===== src/rtl/serial_pattern_tx.sv =====
// Parallel-to-serial frame transmitter: words arrive over valid/ready and leave
// MSB-first on sout, one bit per clock, with an optional idle gap between frames.
module serial_pattern_tx #(
  parameter int WIDTH = 5,
  parameter int GAP   = 0,
  parameter int CNT_W = 8
) (
  input  logic             clk,
  input  logic             rst,
  input  logic             in_valid,
  input  logic [WIDTH-1:0] in_data,
  output logic             in_ready,
  output logic             sout,
  output logic             sout_valid,
  output logic             last,
  output logic             busy,
  output logic [CNT_W-1:0] frame_cnt
);

  localparam int BW = $clog2(WIDTH);
  localparam int GW = (GAP > 1) ? $clog2(GAP) : 1;
  localparam logic [BW-1:0] BIT_LAST = BW'(WIDTH - 1);
  localparam logic [GW-1:0] GAP_LAST = GW'((GAP > 0) ? GAP - 1 : 0);

  typedef enum logic [1:0] {IDLE, SHIFT, GAPS} state_t;

  state_t           r_state, w_state_nxt;
  logic [WIDTH-1:0] r_sh, w_sh_nxt;
  logic [BW-1:0]    r_bitcnt, w_bitcnt_nxt;
  logic [GW-1:0]    r_gapcnt, w_gapcnt_nxt;
  logic [CNT_W-1:0] r_frame_cnt, w_frame_cnt_nxt;
  logic             w_last;
  logic             w_accept;

  assign w_last   = (r_state == SHIFT) && (r_bitcnt == BIT_LAST);
  assign w_accept = in_valid & in_ready;

  // in_ready depends only on registered state, never on in_valid
  always_comb begin
    in_ready = 1'b0;
    case (r_state)
      IDLE:    in_ready = 1'b1;
      SHIFT:   in_ready = w_last && (GAP == 0);
      GAPS:    in_ready = (r_gapcnt == GAP_LAST);
      default: in_ready = 1'b0;
    endcase
  end

  always_comb begin
    w_state_nxt     = r_state;
    w_sh_nxt        = r_sh;
    w_bitcnt_nxt    = r_bitcnt;
    w_gapcnt_nxt    = r_gapcnt;
    w_frame_cnt_nxt = r_frame_cnt;
    case (r_state)
      IDLE: begin
        if (w_accept) begin
          w_state_nxt  = SHIFT;
          w_sh_nxt     = in_data;
          w_bitcnt_nxt = '0;
        end
      end
      SHIFT: begin
        if (!w_last) begin
          w_sh_nxt     = r_sh << 1;
          w_bitcnt_nxt = r_bitcnt + BW'(1);
        end else begin
          w_frame_cnt_nxt = r_frame_cnt + CNT_W'(1);
          if (GAP > 0) begin
            w_state_nxt  = GAPS;
            w_gapcnt_nxt = '0;
          end else if (w_accept) begin
            // back-to-back reload keeps the line busy with no bubble
            w_sh_nxt     = in_data;
            w_bitcnt_nxt = '0;
          end else begin
            w_state_nxt = IDLE;
          end
        end
      end
      GAPS: begin
        if (r_gapcnt != GAP_LAST) begin
          w_gapcnt_nxt = r_gapcnt + GW'(1);
        end else if (w_accept) begin
          w_state_nxt  = SHIFT;
          w_sh_nxt     = in_data;
          w_bitcnt_nxt = '0;
        end else begin
          w_state_nxt = IDLE;
        end
      end
      default: w_state_nxt = IDLE;
    endcase
  end

  always_ff @(posedge clk) begin
    if (rst) begin
      r_state     <= IDLE;
      r_sh        <= '0;
      r_bitcnt    <= '0;
      r_gapcnt    <= '0;
      r_frame_cnt <= '0;
    end else begin
      r_state     <= w_state_nxt;
      r_sh        <= w_sh_nxt;
      r_bitcnt    <= w_bitcnt_nxt;
      r_gapcnt    <= w_gapcnt_nxt;
      r_frame_cnt <= w_frame_cnt_nxt;
    end
  end

  assign sout_valid = (r_state == SHIFT);
  assign sout       = (r_state == SHIFT) & r_sh[WIDTH-1];
  assign last       = w_last;
  assign busy       = (r_state != IDLE);
  assign frame_cnt  = r_frame_cnt;

endmodule


===== config.mk =====
export PLATFORM = sky130hd
export DESIGN_NAME = serial_pattern_tx
export DESIGN_NICKNAME = d
export VERILOG_FILES = /design/src/rtl/serial_pattern_tx.sv
export SDC_FILE = /design/constraint.sdc
export NUM_CORES = 1
export LEC_CHECK = 0
export BUFFER_PORTS_ARGS = -buffer_cell sky130_fd_sc_hd__buf_4
export CAP_MARGIN = 10
export CORE_MARGIN = 5
export CORE_UTILIZATION = 49
export CTS_CLUSTER_DIAMETER = 100
export CTS_CLUSTER_SIZE = 28
export DETAILED_ROUTE_END_ITERATION = 10
export GPL_TIMING_DRIVEN = 0
export PLACE_DENSITY = 0.75
export SLEW_MARGIN = 30
export SYNTH_ARGS = -nofsm -noshare
export SYNTH_HDL_FRONTEND = slang
export SYNTH_SLANG_ARGS = --single-unit
export TNS_END_PERCENT = 5

===== constraint.sdc =====
create_clock -name clk -period 2.1 [get_ports clk]
set_clock_uncertainty 0.05 [all_clocks]
set_input_delay 0.315 -clock clk [delete_from_list [all_inputs] [get_ports clk]]
set_output_delay 0.315 -clock clk [all_outputs]
set_load 0.03 [all_outputs]

==> impl_results.md, run 1 <==
* Post-DP HPWL at 1.155 mm
* Cell taking the most area after synthesis: dfxtp_1
* Die H at slightly below 50 µm
* RSZ-0062 raised after global routing: no
* Met1 GRT Util at 16.76%
* RR Startpoint: r_bitcnt[0]$_SDFF_PP0_
* Worst hold path startpoint: in_data[0]
* Remaining antenna violation count after routing at 0
* Number of synthesized flops with an enable pin at 0
* Critical path class: reg2out
* Highest Clock Rate at 509.8 MHz
* CP arrival at about 1.6 ns
* Measured slew at the worst slew-check pin at roughly 0.49 ns
* Root Buffer: clkbuf_4
* Final WS setup at about 0.14 ns
* Worst skew pair latency at approximately 0.3 ns
* Drt total wl at about 1.6 mm
* Post-Syn Instances at 86
* CP startpoint kind: flip-flop
* TritonCTS clock tree: built
* Area Overhead vs Synth at 27.67%
* Rel. slew slack at approximately 67%
* Initial antenna violation count at 0
* Die Footprint at 2473 µm²
* Reg2reg path depth at 5
* Vias/cell at about 5.4
* Vias in the first global route at about 670
* Fin crit period at between 1.5 and 2 ns
* Yosys cell types at 26
* Min-delay worst type: in2reg
* Io pins at 21
* Total grt overflow at 0
* Outcome: completed
* WHS Path Cells at 3
* H-tree depth at 1
* # port buffers at 18
* Max IR drop VDD at between 400 and 500 µV
* Main flop type after synthesis: dfxtp_1
* Critical Path Source: r_bitcnt[0]$_SDFF_PP0_
* Gr usage total at 14.52%
* Warnings from Yosys at 0
* Worst EP required at ~1.7 ns
* Met2 usage at approximately a quarter
* Core box area at 1506 µm²
* Chip Width at 49.73 µm
* Syn nets at 97
* Critical Path Sink Type: output pin
* P_leak at 0.4269 nW
* Vias post-DR at between 600 and 700
* Synth area leaders: dfxtp_1 44%, mux2i_1 7.8%, a21oi_1 5.2%, ha_1 4.9%, nor2_1 4.4%
* Max Root-Sink Buffers at 2
* Gr busiest metal: met2
* FP Rows at 14
* Hold slack final at approximately 0.26 ns
* Yosys reg bits at 17
* Share of layout cells above drive strength 1 at a little over a quarter
* Pre-CTS setup slack at approximately 0.23 ns
* Sequential cell area fraction in the yosys report at around 44%
* Synthesized cell area at ~770 µm²
* Initial Util at approximately 51%
* Top cell type's share of synthesized area at 44.01%
* Crit Path Max Fanout at 9
* CTS clk-pin slew, worst paths at 0.10 ns
* First-pass GRT wire length at about 2.8 mm
* ANT cells at 0
* CTS Buf Count at 3
* Final nets at roughly 120
* Max-slew violations at 0
* Power Density at between 600 and 700 nW/µm²
* Largest net degree at the start of global routing at 11
* First-pass DRT Iterations at 4
* Sink Count at 17
* GPL Wtd Cong at between 0.7 and 0.8
* DR WL/cell at approximately 13 µm
* Period utilization at between 90% and 100%
* Syn Area/Cell at 8.991 µm²
* Fraction of registers with async set/reset at 0%
* Max-Cap Viols at 0
* CTS Hold Bufs at 0
* TNS Setup at 0 ns
* DRC violation total after the first TritonRoute iteration at 5
* Final Hold Viols at 0
* Post-route DRC violation count at 0
* M3 GR Usage at 4.217%
* Finish-stage setup viols at 0
[cell usage in the layout, fill, tap and decap left out, types with 2 or more instances in the layout]
cell / synthesis / layout
o31ai_1: 2 / 2
a211oi_1: 4 / 4
mux2i_1: 6 / 6
clkbuf_4: 0 / 3
ha_1: 3 / 3
clkinv_2: 0 / 2
a21oi_1: 8 / 8
or3_1: 5 / 5
inv_1: 3 / 3
nor2_1: 9 / 9
buf_4: 1 / 22
or4_1: 2 / 2
nand4_1: 3 / 3
xor2_1: 2 / 2
nand2_1: 4 / 4
o21ai_0: 4 / 4
dfxtp_1: 17 / 17
clkbuf_1: 3 / 3
[area by class of cell]
cell class              count  area [µm²]
flip-flops and latches     17       340.3
clock inverters             1       5.005
well taps                  16       20.02
plain buffers               4       18.77
fillers                   140       519.2
clock buffers               3       22.52
inverters                   4       16.27
multi-input cells          61       406.6
repair buffers             21       157.7
[worst paths after layout]
kind                                to  slack [ns]
min reg2reg  frame_cnt[7]$_SDFFE_PP0P_        0.44
max                           in_ready        0.14
max reg2reg  frame_cnt[5]$_SDFFE_PP0P_        0.32
min                 r_sh[0]$_SDFF_PP0_        0.26
[stage by stage]
step           std cells  total power, mW  area (µm²)  util, %
2_1_floorplan         86           0.3955       773.2        -
3_3_place_gp         120           0.4173       928.4    61.63
3_5_place_dp         120           0.4200       928.4    61.63
4_1_cts              124           0.6015       957.2    63.54
5_1_grt              127           0.6328       987.2    65.53
6_report             127           0.5987       987.2    65.53
[sequential cells by signal, indices dropped and copies added (netlist names)]
signal	count
r_sh	5
frame_cnt	8
r_state	1
r_bitcnt	3
[layer usage]
metal  wire length (µm)  vias to the layer above
met5                  0                        -
met4                  8                        0
met3                 85                        2
met2                790                       15
met1                736                      316
li1                   -                      353
[timing repair]
item / in CTS / in global routing
pin swaps: 0 / 1
gates cloned: 0 / 0
gates resized for setup: 1 / 1
setup endpoints to repair: 1 / 1
buffers inserted: 0 / 3
[synth_stat cells (2+ instances only)]
master and instances:
a211oi_1 4, a21oi_1 8, clkbuf_1 3, dfxtp_1 17
ha_1 3, inv_1 3, mux2i_1 6, nand2_1 4
nand4_1 3, nor2_1 9, o21ai_0 4, o31ai_1 2
or3_1 5, or4_1 2, xor2_1 2
[worst max-delay path, stage by stage, from the launching register on]
cell,delay (ns)
dfxtp_1,0.36
inv_1,0.07
ha_1,0.29
a21boi_4,0.23
clkinv_2,0.16
buf_4,0.20
[where the power goes]
| group | internal (mW) | leakage, nW | switching, mW |
|---|---|---|---|
| clock | 0.0709 | 0.0177 | 0.107 |
| sequential | 0.334 | 0.139 | 0.00809 |
| combinational | 0.0371 | 0.271 | 0.0418 |
[cells by family after synthesis]
logic type	Yosys count	share of synthesized area, %
flip-flops	17	44.01
AO/OA/AOI/OAI	19	15.05
buffers and inverters	8	4.369
multiplexers	6	7.767
AND/OR/NAND/NOR	31	21.68
adder cells (fa/ha/maj)	3	4.855
XOR/XNOR	2	2.266
(Power assumes the default switching activity.)
==> run 2, diff against run 1 <==
--- a/config.mk
+++ b/config.mk
@@ -14,6 +14,7 @@
 export DETAILED_ROUTE_END_ITERATION = 10
 export GPL_TIMING_DRIVEN = 0
 export PLACE_DENSITY = 0.75
+export REMOVE_ABC_BUFFERS = 1
 export SLEW_MARGIN = 30
 export SYNTH_ARGS = -nofsm -noshare
 export SYNTH_HDL_FRONTEND = slang
==> constraint.sdc (replaced) <==
create_clock -name clk -period 1.9 [get_ports clk]
set_clock_uncertainty 0.05 [all_clocks]
set_input_delay 0.285 -clock clk [delete_from_list [all_inputs] [get_ports clk]]
set_output_delay 0.285 -clock clk [all_outputs]
set_load 0.03 [all_outputs]
==> run 2 against run 1 <==
Global-route usage down 1.6 points. Sequential share of layout area grew 0.53 points. Cell count down 3.1%. Worst hold slack lost 0.029 ns. First-iteration DRC count grew to 3.2 times the previous value. Register-to-register slack worse by 0.09 ns. Non-clock buffer count decreased by 4. Worst setup slack better by 0.021 ns. Sequential power is 10% higher. Utilization shrank 1.0 points. Critical path depth unchanged. Largest cell class unchanged. Highest routed layer unchanged.
==> impl_results.md, run 2 (same netlist as run 1, synthesis figures left out) <==
* First-pass DRT Iterations at 4
* Final nets at about 120
* Register Area at ~340 µm²
* Vias post-DR at 660
* DRC violation total after the first TritonRoute iteration at 16
* DR WL/cell at roughly 12 µm
* Critical Path Sink Type: output pin
* Net Switching at 0.1655 mW
* Core box area at approximately 1500 µm²
* Max Root-Sink Buffers at 2
* Most common cell after layout, fill and taps aside: buf_4
* Critical path's largest stage delay at ~0.33 ns
* Chip Width at about 50 µm
* Worst skew pair latency at around 0.28 ns
* Outcome: completed
* Crit Path Max Fanout at 9
* Clock power frac at roughly 29%
* Period utilization at between 90% and 100%
* WHS Path Cells at 3
* Vias/cell at around 5.4
* Post-route DRC violation count at 0
* Die Footprint at 2473 µm²
* Buf/Inv on CP at 3
* Drt total wl at about 1.5 mm
* CTS Buf Count at 3
* CP startpoint kind: flip-flop
* Initial antenna violation count at 0
* Max-Cap Viols at 0
* Min-delay worst type: in2reg
* Vias in the first global route at a little over 600
* Final Hold Viols at 0
* RSZ-0062 raised after global routing: no
* Measured slew at the worst slew-check pin at about 0.26 ns
* Critical Path Stages at 5
* GPL Wtd Cong at 0.6827
* Share of layout cells above drive strength 1 at 27.10%
* Root Buffer: clkbuf_4
* Io pins at 21
* Multi-input combinational cell area at between 400 and 500 µm²
* FP Rows at 14
* Power Density at roughly 670 nW/µm²
* Sequential share of power at a little under 60%
* Post-DP HPWL at roughly 1.1 mm
* CP delay by family, top: buffers and inverters
* Remaining antenna violation count after routing at 0
* Most frequent cells in the layout: 21 x buf_4, 17 x dfxtp_1, 9 x nor2_1
* Critical path class: reg2out
* Max-slew violations at 0
* Internal power at 0.4849 mW
* Die H at 49.73 µm
* Initial Util at between 50% and 60%
* Overall Power at 0.6503 mW
* Reg2reg path depth at 5
* TNS Setup at 0 ns
* Combinational fraction of design power at approximately an eighth
* Fin crit period at approximately 1.7 ns
* ANT cells at 0
* # port buffers at 20
* CP arrival at about 1.4 ns
* Largest net degree at the start of global routing at 18
* Area Overhead vs Synth at 25.73%
* Total grt overflow at 0
* Max IR drop VDD at approximately 460 µV
* Layout Cells excl Fill at around 120
* Most used cell, CP: inv_1
* First-pass GRT wire length at 2.559 mm
* Max stage delay cell, worst path: dfxtp_1
* TritonCTS clock tree: built
* Worst EP required at around 1.6 ns
* Gr usage total at 12.97%
* FILL cells at approximately 150
* Sink Count at 17
* Rel. slew slack at just over 80%
* Dpl cells at 118
* Crit path cell chain: inv_1 > ha_2 > nand3_2 > inv_1 > buf_4
* P_leak at about 0.42 nW
* Sw Ratio at roughly a quarter
* Highest Clock Rate at roughly 570 MHz
* Finish-stage setup viols at 0
* CTS clk-pin slew, worst paths at 0.10 ns
* Max reg flops at 8
* H-tree depth at 1
run 2: cell types whose count changed in the layout (fill, tap and decap cells not counted), sizes merged:
cell	previous run	this run
clkinv	2	1
clkbuf	6	3
buf	22	21
inv	3	4
run 2: area by class of cell:
class	instances	share of cell area [%]
sequential	17	35.01
timing repair buffer	21	16.22
multi-input combinational	61	42.08
clock buffer	3	2.317
clock inverter	1	0.5148
inverter	4	1.802
tap	16	2.059
run 2: worst paths after layout:
kind	start	end	slack (ns)
hold / removal	in_data[0]	r_sh[0]$_SDFF_PP0_	0.23
setup reg to reg	r_bitcnt[0]$_SDFF_PP0_	frame_cnt[5]$_SDFFE_PP0P_	0.23
setup / recovery	r_bitcnt[0]$_SDFF_PP0_	last	0.16
hold reg to reg	frame_cnt[7]$_SDFFE_PP0P_	frame_cnt[7]$_SDFFE_PP0P_	0.44
run 2: power by group through the flow:
stage / clock (mW) / combinational (mW) / sequential [mW]
floorplan: 0 / 0.0383 / 0.389
global placement: 0 / 0.0762 / 0.384
detailed placement: 0 / 0.0769 / 0.385
CTS: 0.196 / 0.0825 / 0.377
global route: 0.213 / 0.0920 / 0.379
finish: 0.190 / 0.0837 / 0.377
run 2: worst register-to-register path, cell delays in order (launching register included):
cell,delay (ns)
dfxtp_1,0.33
inv_1,0.09
ha_2,0.26
nand3_2,0.20
or4_1,0.54
a21oi_1,0.15
run 2: metal layers:
layer / share of wire [%] / GRT usage, % / up-vias
met3: 3.8 / 4.819 / 2
met4: 0.79 / 5.240 / 0
met5: 0 / 0 / -
met1: 51 / 17.10 / 305
met2: 45 / 18.86 / 8
li1: - / - / 345
run 2: repair_timing:
action | 4_1_cts | 5_1_grt
setup buffers | 1 | 0
pin swaps | 1 | 0
gates resized for setup | 2 | 2
hold buffers | 0 | 0
setup endpoints to repair | 1 | 2
run 2: through the flow:
| stage | utilization [%] | cell area (µm²) | worst slack, ns | hold slack [ns] |
|---|---|---|---|---|
| CTS | 64.29 | 968.4 | 0.03039 | 0.2278 |
| global route | 64.53 | 972.2 | 0.009985 | 0.2281 |
| global placement | 61.38 | 924.6 | 0.1149 | 0.4131 |
| finish | 64.53 | 972.2 | 0.1599 | 0.2302 |
| floorplan | - | 754.5 | -0.01006 | 0.3041 |
| detailed placement | 61.38 | 924.6 | 0.09762 | 0.4250 |
==> run 3, diff against run 2 <==
--- a/config.mk
+++ b/config.mk
@@ -5,15 +5,16 @@
 export SDC_FILE = /design/constraint.sdc
 export NUM_CORES = 1
 export LEC_CHECK = 0
-export BUFFER_PORTS_ARGS = -buffer_cell sky130_fd_sc_hd__buf_4
 export CAP_MARGIN = 10
+export CELL_PAD_IN_SITES_DETAIL_PLACEMENT = 2
+export CELL_PAD_IN_SITES_GLOBAL_PLACEMENT = 2
 export CORE_MARGIN = 5
-export CORE_UTILIZATION = 49
+export CORE_UTILIZATION = 34
 export CTS_CLUSTER_DIAMETER = 100
 export CTS_CLUSTER_SIZE = 28
 export DETAILED_ROUTE_END_ITERATION = 10
-export GPL_TIMING_DRIVEN = 0
-export PLACE_DENSITY = 0.75
+export DONT_BUFFER_PORTS = 1
+export PLACE_DENSITY_LB_ADDON = 0.1
 export REMOVE_ABC_BUFFERS = 1
 export SLEW_MARGIN = 30
 export SYNTH_ARGS = -nofsm -noshare
==> run 3 against run 2 <==
Register-to-register slack lost 0.11 ns. Worst hold slack lost 0.14 ns. Die area grew 35%. Critical path depth is the same. Design area shrank 6.3%. Wire length grew 41%. Largest cell class unchanged. Sequential cell count is the same. Clock power grew 4%. Critical endpoint is now in_ready. Critical path type unchanged.
==> impl_results.md, run 3 (same netlist as run 1, synthesis figures left out) <==
* Fin util at between 40% and 50%
* Critical path class: reg2out
* Root Buffer: clkbuf_4
* Largest net degree at the start of global routing at 17
* Worst skew pair latency at around 0.29 ns
* Finish-stage setup viols at 0
* # port buffers at 0
* Post-DP Area at approximately 850 µm²
* Most frequent cells in the layout: 17 x dfxtp_1, 9 x nor2_1, 8 x a21oi_1
* Most common cell after layout, fill and taps aside: dfxtp_1
* Final nets at 108
* Measured slew at the worst slew-check pin at 0.6090 ns
* Fin area at 910.9 µm²
* Initial antenna violation count at 0
* H-tree depth at 1
* FILL cells at 251
* Vias/cell at approximately 5.3
* Gr usage total at around 14%
* Die H at 57.69 µm
* CTS Buf Count at 3
* Initial Util at 35.29%
* Share of layout cells above drive strength 1 at 16.67%
* Sw Ratio at 26.40%
* FP Rows at 17
* Remaining antenna violation count after routing at 0
* First-pass GRT wire length at between 3 and 4 mm
* Post-DP HPWL at roughly 1.5 mm
* Layout Cells excl Fill at 124
* Total grt overflow at 0
* Max-slew violations at 0
* P_leak at 0.3584 nW
* Highest Clock Rate at approximately 560 MHz
* Drt total wl at about 2.1 mm
* Min-delay worst type: in2reg
* Vias in the first global route at 744
* Fin crit period at between 1.5 and 2 ns
* Io pins at 21
* Die Footprint at between 3000 and 4000 µm²
* Chip Width at 57.69 µm
* Internal power at 0.4797 mW
* Area Overhead vs Synth at 17.80%
* Max reg flops at 8
* DRC violation total after the first TritonRoute iteration at 12
* Rel. slew slack at about three fifths
* TNS Setup at 0 ns
* Sequential share of power at ~58%
* Multi-input combinational cell area at between 300 and 400 µm²
* Combinational fraction of design power at about an eighth
* CP startpoint kind: flip-flop
* Max-Cap Viols at 0
* First-pass DRT Iterations at 4
* DR WL/cell at between 15 and 20 µm
* RSZ-0062 raised after global routing: no
* ANT cells at 0
* TritonCTS clock tree: built
* Crit Path Max Fanout at 5
* Max Root-Sink Buffers at 2
* GPL Wtd Cong at approximately 0.64
* Worst R2R Setup Slack at 0.12 ns
* Net Switching at about 0.17 mW
* Worst EP required at about 1.6 ns
* Register Area at around 340 µm²
* Dpl cells at approximately 120
* Post-route DRC violation count at 0
* Power Density at around 720 nW/µm²
* Period utilization at roughly 94%
* Max IR drop VDD at around 380 µV
* Vias post-DR at roughly 660
* Clock power frac at between 30% and 40%
* Critical Path Sink Type: output pin
* Outcome: completed
* Core box area at roughly 2200 µm²
* Sink Count at 17
* CP arrival at around 1.5 ns
* Final Hold Viols at 0
* CTS clk-pin slew, worst paths at ~0.10 ns
run 3: changes by cell type in the layout (fill, tap and decap cells not counted), sizes merged:
cell,delta
buf,-13
dlygate4sd3,+2
clkinv,+1
inv,-1
run 3: repair_timing:
action                                  CTS  global route
gates resized for setup                   1             1
pin swaps                                 0             0
setup buffers                             1             0
endpoints found under the setup margin    1             1
hold endpoints to repair                 16             1
hold buffers                              1             1
run 3: layout make-up:
| type | instances | share of cell area, % |
|---|---|---|
| Sequential cell | 17 | 37.36 |
| Timing Repair Buffer | 10 | 10.16 |
| Clock inverter | 1 | 0.5495 |
| Inverter | 4 | 1.786 |
| Clock buffer | 3 | 2.473 |
| Tap cell | 28 | 3.846 |
| Multi-Input combinational cell | 61 | 43.82 |
run 3: routing by layer:
metal | GRT usage [%] | part of all wire [%] | vias up
met3 | 4.900 | 4.2 | 2
met4 | 2.980 | 0.47 | 0
met5 | 0 | 0 | -
met1 | 17.34 | 46 | 317
met2 | 23.06 | 49 | 12
li1 | - | - | 327
run 3: worst paths after layout:
kind	start	endpoint	depth (start not counted)
setup reg to reg	r_bitcnt[0]$_SDFF_PP0_	frame_cnt[5]$_SDFFE_PP0P_	5
setup / recovery	r_bitcnt[0]$_SDFF_PP0_	in_ready	5
hold / removal	in_valid	r_state[0]$_SDFFE_PP0P_	2
hold reg to reg	r_sh[1]$_SDFF_PP0_	r_sh[2]$_SDFF_PP0_	2
run 3: worst max-delay path: stages (launching register included):
cell and delay [ns]:
dfxtp_1 0.35, inv_1 0.07, ha_1 0.28, a21boi_2 0.21
clkinv_2 0.11, buf_12 0.14
run 3: stage by stage:
stage	total power, mW	worst slack [ns]	hold WS, ns
floorplan	0.4276	-0.01006	0.3041
global placement	0.4465	0.2618	0.3070
detailed placement	0.4515	0.1427	0.3110
CTS	0.6625	0.02955	0.005416
global route	0.6902	0.003918	0.06229
finish	0.6518	0.1076	0.08761
run 3: power groups by stage:
| stage | Sequential, mW | Clock [mW] | Combinational (mW) |
|---|---|---|---|
| after floorplan | 0.389 | 0 | 0.0383 |
| after global placement | 0.384 | 0 | 0.0623 |
| after detailed placement | 0.384 | 0 | 0.0671 |
| after CTS | 0.377 | 0.208 | 0.0776 |
| after global routing | 0.379 | 0.226 | 0.0849 |
| final | 0.377 | 0.197 | 0.0785 |
